File: config.mk
export PLATFORM = sky130hd
export DESIGN_NAME = aes128_key_schedule_ctrl
export DESIGN_NICKNAME = d
export VERILOG_FILES = /design/src/rtl/aes128_key_schedule_ctrl.sv
export SDC_FILE = /design/constraint.sdc
export NUM_CORES = 2
export LEC_CHECK = 0
export CAP_MARGIN = 20
export CORE_MARGIN = 2
export CORE_UTILIZATION = 30
export DETAILED_ROUTE_END_ITERATION = 8
export GPL_TIMING_DRIVEN = 0
export PLACE_DENSITY = 0.5
export SLEW_MARGIN = 20
export SYNTH_ARGS = -nofsm -noshare
export SYNTH_HDL_FRONTEND = slang
export SYNTH_SLANG_ARGS = --single-unit
File: constraint.sdc
create_clock -name clk -period 16.74 [get_ports clk]
set_clock_uncertainty 0.1 [all_clocks]
set_input_delay 3.348 -clock clk [delete_from_list [all_inputs] [get_ports clk]]
set_output_delay 3.348 -clock clk [all_outputs]
set_load 0.005 [all_outputs]
File: src/rtl/aes128_key_schedule_ctrl.sv
// AES-128 key schedule sequencer: accepts a cipher key, expands it one round per
// cycle through a combinational expansion port, and serves round keys via a read port.

module aes128_key_expansion_port (
    input  logic [127:0] key,
    input  logic [3:0]   round_num,
    output logic [127:0] new_key
);
    // Forward S-box, row 0 in the most significant bits; byte b sits at [2047-8b -: 8].
    localparam logic [2047:0] SBOX = {
        128'h637c777bf26b6fc53001672bfed7ab76, 128'hca82c97dfa5947f0add4a2af9ca472c0,
        128'hb7fd9326363ff7cc34a5e5f171d83115, 128'h04c723c31896059a071280e2eb27b275,
        128'h09832c1a1b6e5aa0523bd6b329e32f84, 128'h53d100ed20fcb15b6acbbe394a4c58cf,
        128'hd0efaafb434d338545f9027f503c9fa8, 128'h51a3408f929d38f5bcb6da2110fff3d2,
        128'hcd0c13ec5f974417c4a77e3d645d1973, 128'h60814fdc222a908846eeb814de5e0bdb,
        128'he0323a0a4906245cc2d3ac629195e479, 128'he7c8376d8dd54ea96c56f4ea657aae08,
        128'hba78252e1ca6b4c6e8dd741f4bbd8b8a, 128'h703eb5664803f60e613557b986c11d9e,
        128'he1f8981169d98e949b1e87e9ce5528df, 128'h8ca1890dbfe6426841992d0fb054bb16
    };

    function automatic logic [7:0] sub_byte(input logic [7:0] b);
        logic [10:0] idx;
        idx = 11'd2047 - {b, 3'b000};
        return SBOX[idx -: 8];
    endfunction

    logic [7:0]  rcon;
    logic [31:0] w0, w1, w2, w3, temp, n0, n1, n2, n3;

    always_comb begin
        case (round_num)
            4'd1:    rcon = 8'h01;
            4'd2:    rcon = 8'h02;
            4'd3:    rcon = 8'h04;
            4'd4:    rcon = 8'h08;
            4'd5:    rcon = 8'h10;
            4'd6:    rcon = 8'h20;
            4'd7:    rcon = 8'h40;
            4'd8:    rcon = 8'h80;
            4'd9:    rcon = 8'h1b;
            4'd10:   rcon = 8'h36;
            default: rcon = 8'h00;
        endcase
    end

    always_comb begin
        w0   = key[127:96];
        w1   = key[95:64];
        w2   = key[63:32];
        w3   = key[31:0];
        temp = {sub_byte(w3[23:16]) ^ rcon, sub_byte(w3[15:8]),
                sub_byte(w3[7:0]), sub_byte(w3[31:24])};
        n0   = w0 ^ temp;
        n1   = w1 ^ n0;
        n2   = w2 ^ n1;
        n3   = w3 ^ n2;
        // Round numbers outside 1..10 have no schedule entry and yield zero.
        new_key = (round_num >= 4'd1 && round_num <= 4'd10) ? {n0, n1, n2, n3} : '0;
    end
endmodule

module aes128_key_schedule_ctrl (
    input  logic         clk,
    input  logic         rst_n,
    input  logic [127:0] key,
    input  logic         key_valid,
    output logic         key_ready,
    input  logic         clear,
    output logic         busy,
    output logic         keys_valid,
    input  logic         rk_rd_en,
    input  logic [3:0]   rk_addr,
    output logic [127:0] rk_data,
    output logic         rk_rd_valid
);
    typedef enum logic [1:0] {IDLE, EXPAND, READY} state_t;

    state_t       state;
    logic [127:0] rk_bank [0:10];
    logic [127:0] wk;
    logic [3:0]   cnt;
    logic [127:0] new_key;

    aes128_key_expansion_port u_expand (
        .key       (wk),
        .round_num (cnt),
        .new_key   (new_key)
    );

    always_ff @(posedge clk) begin
        if (!rst_n || clear) begin
            state       <= IDLE;
            wk          <= '0;
            cnt         <= '0;
            for (int i = 0; i < 11; i++) rk_bank[i] <= '0;
            // Held low while in reset, but a clear leaves the block ready for a key.
            key_ready   <= rst_n;
            busy        <= 1'b0;
            keys_valid  <= 1'b0;
            rk_rd_valid <= 1'b0;
            rk_data     <= '0;
        end else begin
            if (rk_rd_en && keys_valid) begin
                rk_rd_valid <= 1'b1;
                rk_data     <= (rk_addr <= 4'd10) ? rk_bank[rk_addr] : '0;
            end else if (rk_rd_en) begin
                rk_rd_valid <= 1'b0;
                rk_data     <= '0;
            end else begin
                rk_rd_valid <= 1'b0;
            end

            case (state)
                IDLE, READY: begin
                    key_ready <= 1'b1;
                    if (key_valid && key_ready) begin
                        rk_bank[0] <= key;
                        wk         <= key;
                        cnt        <= 4'd1;
                        state      <= EXPAND;
                        busy       <= 1'b1;
                        keys_valid <= 1'b0;
                        key_ready  <= 1'b0;
                    end
                end
                EXPAND: begin
                    rk_bank[cnt] <= new_key;
                    wk           <= new_key;
                    if (cnt == 4'd10) begin
                        cnt        <= 4'd0;
                        state      <= READY;
                        busy       <= 1'b0;
                        keys_valid <= 1'b1;
                        key_ready  <= 1'b1;
                    end else begin
                        cnt <= cnt + 4'd1;
                    end
                end
                default: state <= IDLE;
            endcase
        end
    end
endmodule

Word-level counts from Yosys, hierarchy flattened
Memory sizes are Yosys's and may differ from the RTL's. A register that Yosys moved wholly into a read port is not among the register bits.
Cells that the tools add are included.
Widths: inputs -> output; s select.
- ROM bits: 128
- output and inout port bits: 132
- word-level logic and storage cells: 86
- RAM bits: 1408
- memories: 2
- bits of input ports: 137
- bits in registers: 266
- memories (memory ; words ; bits a word ; read ports ; clocked after Yosys merged registers in ; write ports ; line ; text):
    rk_bank ; 11 ; 128 ; 1 ; 0 ; 11 ; 79 ; logic [127:0] rk_bank [0:10];
    (name not given) ; 16 ; 8 ; 1 ; 1 ; 0 ; 31 ; case (round_num)
- add/sub/neg operators: 5
- shift-type cells: 4
- magnitude comparators: 3
- bitwise logic cells: 6
- muxes and demuxes: 37
- reductions and logical operators: 15
- eq/ne operators: 6
- operators with widths (cell ; number):
    $shiftx 2055x12->8 const A ; 4
    $mux 128 ; 7
    $pmux 128 s2 ; 1
    $reduce_or 128->1 ; 1
    $xor 32x32->32 ; 4
    $sub 11x11->11 const A ; 4
    $mux 4 ; 5
    $mux 1 ; 17
    $le 4x4->1 const B ; 2
    $pmux 4 s2 ; 1
    $xor 8x8->8 ; 1
    $pmux 1 s2 ; 3
    $reduce_and 2->1 ; 3
    $add 4x1->4 const B ; 1
    $eq 4x4->1 const B ; 1
    $ge 4x1->1 const B ; 1
    $mux 2 ; 2
    $ne 2x2->1 const B ; 2
    $pmux 2 s2 ; 1
    $reduce_bool 2->1 ; 2
    $logic_and 1x1->1 ; 3
    $ne 3x3->1 const B ; 1
    $reduce_and 3->1 ; 1
    $reduce_bool 3->1 ; 1
    7 further kinds ; 7

Depth between registers and ports, before layout
- depth after elaboration: 9
- depth in mapped cells: 17
- depth with buffers taken out: 12

By module
Synthesis repeated with hierarchy kept, for this count alone.
- cells, all modules: 8571
- area, all modules: 88703.8 um^2
- modules (own cells, without submodules) (module ; cells an instance ; area each (um^2) ; sequential area each (um^2) ; times used):
    aes128_key_schedule_ctrl ; 5939 ; 70784.1 ; 46334.4 ; 1
    aes128_key_expansion_port ; 2632 ; 17919.7 ; 0.0 ; 1

Least setup slack after synthesis
Ideal clock, no wire load.
- kind: input to register
- from: in key_valid
- to: mem rk_bank[0][0] (enable)
- data required time: 15.848 ns
- buffers on the path: 4
- data arrival time: 13.873 ns
- setup time: 0.792 ns
- stages on the path: 8
- slack: 1.976 ns
- cell sequence: nand2_1 -> nor2_1 -> clkbuf_1 -> clkbuf_1 -> buf_1 -> buf_1 -> a21oi_1 -> o21ai_0
- RTL lines (what ; line ; text):
    start: declaration ; 66 ; input logic key_valid,
    end: declaration ; 79 ;

==> qor.yml <==
status: "completed"
grt_max_degree: 46
cts.sinks: 1682
place_hpwl_um: 360000
cts_tree: "yes"
cp_slowest_stage_delay_ps: 900
start_kind: "input pin"
p_leak_nw: 37.0
vias: 76000
fp.dieW_um: 545
drv_cap: 0
r2r_end: "rk_bank[7][37]"
rows: 198
numPortBuffers: 265
yosysWarnings: 0
initial_core_util: 0.302
core-area_um2: 291000
synth_xor_xnor_area_share: 0.0248
drtPass1Iterations: 6
reg2reg_from: "wk[25]"
reg2reg_slack_ps: 8280
period_share: 0.538
synth-async-reset-ratio: 0
p_switching_mw: 3.65
cts_resized: 0
ys_seq_elements: 1682
p_seq_frac: 0.418
grt_use_total: 0.311
cts_made_buffers: 180
yosys.area_share.simple: 0.147
post-place-ws_ps: 7210
path_clk_slew_ps: 60
synthesis.nets: 8465
syn2layout_area_growth_pct: 17.7
fin_ws_ps: 7740
tightest_slew_ps: 1340
synth_edf_count: 1281
clock.fmax_mhz: 111
layout-drive-gt1-share: 0.127
place_congestion: 1.02
postSynthCellCount: 8264
cp-startpoint: "key_valid"
rsz0062_at_grt: "false"
totalNegativeSetupSlack_ps: 0
ctsHoldBuffers: 0
netlist_area_um2: 87900
end_kind: "flop"
syn_avg_cell_area_um2: 10.6
cts_setup_buffers: 0
timing.critical_path.mode_cell: "buf_16"
nets: 8979
critical_path_class: "input pin to flop"
critPathMaxFanout: 21
ant_nets: 0
synth_top_family_by_area: "simple AND/OR/NAND/NOR gates"
ys.flop_type: "edfxtp_1"
wire_per_inst_um: 37.1
switching_share: 0.323
p_int_mw: 7.64
synthAdderAreaFrac: 0.00922
hold_viol: 0
period_needed_ps: 9000
clock_latency_ps: 880
hp-class: "flop to flop"
worstPathArrival_ps: 9450
cts-htree-levels: 4
slew_viol_final: 0
cts_max_path_buffers: 3
synth-compound-area-share: 0.142
p_comb_frac: 0.214
ys_seq_area_frac: 0.529
cp.required_ps: 17190
reg2regPathDepth: 14
relSlewSlack: 0.104
critPathCapture: "rk_bank[0][73]"
routed_wl_um: 478000
vias_per_cell: 5.90
slowest_stage: "clkbuf_1"
grt_pass1_vias: 73300
crit_chain: "clkdlybuf4s50_1 -> nand2_1 -> nor2_1 -> clkbuf_1 -> clkbuf_1 -> buf_2 -> buf_1 -> a21oi_1 -> o21ai_4 -> buf_16 -> buf_16 -> buf_16 -> buf_16"
drt_iter0_drc: 10800
synth.area.mux_share: 0.101
grt_remaining_overflow: 0
drcViolationCount: 0
p_per_area_nw_per_um2: 109
fillers: 29400
cts_root_buffer: "clkbuf_16"
io_pins: 269
peakVddDrop_mv: 0.0979
synth_cell_types: 125
dieArea_um2: 297000
antenna_found_initial: 41
power_frac_clock: 0.368
fp.dieH_um: 545
setup_viol: 0
grt_pass1_wl_um: 641000
[sequential cells by signal, summed over array words and instances, names as in the netlist]
signal         count
rk_bank         1408
busy               1
key_ready          1
state              2
wk               128
keys_valid         1
u_expand.rcon      8
rk_data          128
cnt                4
rk_rd_valid        1
[cells by family after synthesis]
family / count (synthesis)
mux: 506
flops: 1682
compound gates: 1929
xor+xnor: 182
simple gates: 2930
fa+ha+maj: 65
buf+inv: 970
[power by group through the flow]
| stage | sequential [mW] | clock (mW) | combinational [mW] |
|---|---|---|---|
| 2_1_floorplan | 4.79 | 0 | 1.17 |
| 3_3_place_gp | 4.85 | 0 | 2.29 |
| 3_5_place_dp | 4.80 | 0 | 2.31 |
| 4_1_cts | 4.71 | 4.18 | 2.32 |
| 5_1_grt | 4.72 | 4.33 | 2.43 |
| 6_report | 4.71 | 4.15 | 2.42 |
[Yosys cell counts (all sizes together) (16+ instances only)]
cell	instances	area share
o311ai	36	0.0036
a311oi	37	0.0037
nor2b	130	0.0093
edfxtp	1281	0.44
o21a	28	0.0024
nand3	113	0.0065
a211oi	206	0.018
nor3b	24	0.0023
xnor3	16	0.0041
a221oi	37	0.0038
ha	64	0.0091
nor2	1645	0.071
o21ai	464	0.026
or2	29	0.0021
or3	24	0.0017
a21oi	628	0.037
dfxtp	401	0.091
a2111oi	26	0.0027
nor3	87	0.0050
xnor2	112	0.014
mux4	301	0.077
o31ai	33	0.0029
o211ai	81	0.0070
mux2i	191	0.022
a211o	24	0.0024
nor4	22	0.0017
a22oi	21	0.0020
and2	32	0.0023
o22ai	28	0.0021
a31oi	65	0.0048
inv	201	0.0086
nand2b	106	0.0075
nand2	506	0.022
clkbuf	492	0.021
buf	269	0.018
xor2	50	0.0057
and3	137	0.0097
[critical path: cells and delay by family]
family / cells / cell delay [ps]
AO/OA/AOI/OAI: 2 / 800
buffers and inverters: 9 / 4200
AND/OR/NAND/NOR: 2 / 980
[per-layer routing]
metal	vias up	share of wire	wire, µm	track usage
met1	38900	0.39	187000	0.396
met5	-	0.00024	114	0
met2	4655	0.45	213000	0.483
met3	1113	0.092	43900	0.0655
li1	31300	-	-	-
met4	18	0.072	34300	0.189
[cell usage in the layout, fill, tap and decap left out, types with 180 or more instances in the layout]
cell type,count
clkbuf_1,499
o21ai_0,454
inv_1,193
edfxtp_1,1281
dfxtp_1,401
clkdlybuf4s50_1,265
clkbuf_16,180
nor2_1,1635
nand2_1,496
a211oi_1,205
mux4_2,301
mux2i_1,190
a21oi_1,587
[per-stage QoR]
stage | hold slack, ps | power, mW | cell area, µm² | instances | util
2_1_floorplan | 332 | 5.96 | 87900 | 8264 | -
3_3_place_gp | 339 | 7.14 | 95500 | 12400 | 0.328
3_5_place_dp | 344 | 7.11 | 97300 | 12500 | 0.334
4_1_cts | 356 | 11.2 | 103000 | 12800 | 0.355
5_1_grt | 373 | 11.5 | 103000 | 12800 | 0.355
6_report | 354 | 11.3 | 103000 | 12900 | 0.355
[cell type report]
| cell class | count | area, µm² | share of cell area |
|---|---|---|---|
| diodes | 33 | 82.6 | 0.000798 |
| inverters | 209 | 785 | 0.00758 |
| plain buffers | 761 | 3480 | 0.0337 |
| clock buffers | 260 | 5060 | 0.0489 |
| multi-input cells | 5612 | 37400 | 0.362 |
| repair buffers | 332 | 4270 | 0.0412 |
| clock inverters | 81 | 1000 | 0.00966 |
| well taps | 3900 | 4880 | 0.0472 |
| flip-flops and latches | 1682 | 46500 | 0.449 |
[worst min-delay path by stage]
stage	slack (ps)	from	endpoint	cells past startpoint
2_1_floorplan	330	rk_bank[10][85]	rk_bank[10][85]	2
3_3_place_gp	340	rk_data[100]	rk_data[100]	2
3_5_place_dp	340	rk_data[100]	rk_data[100]	2
4_1_cts	360	rk_bank[10][17]	rk_bank[10][17]	2
5_1_grt	370	rk_bank[10][61]	rk_bank[10][61]	2
6_report	350	rk_data[97]	rk_data[97]	2
(Power assumes the default switching activity.)
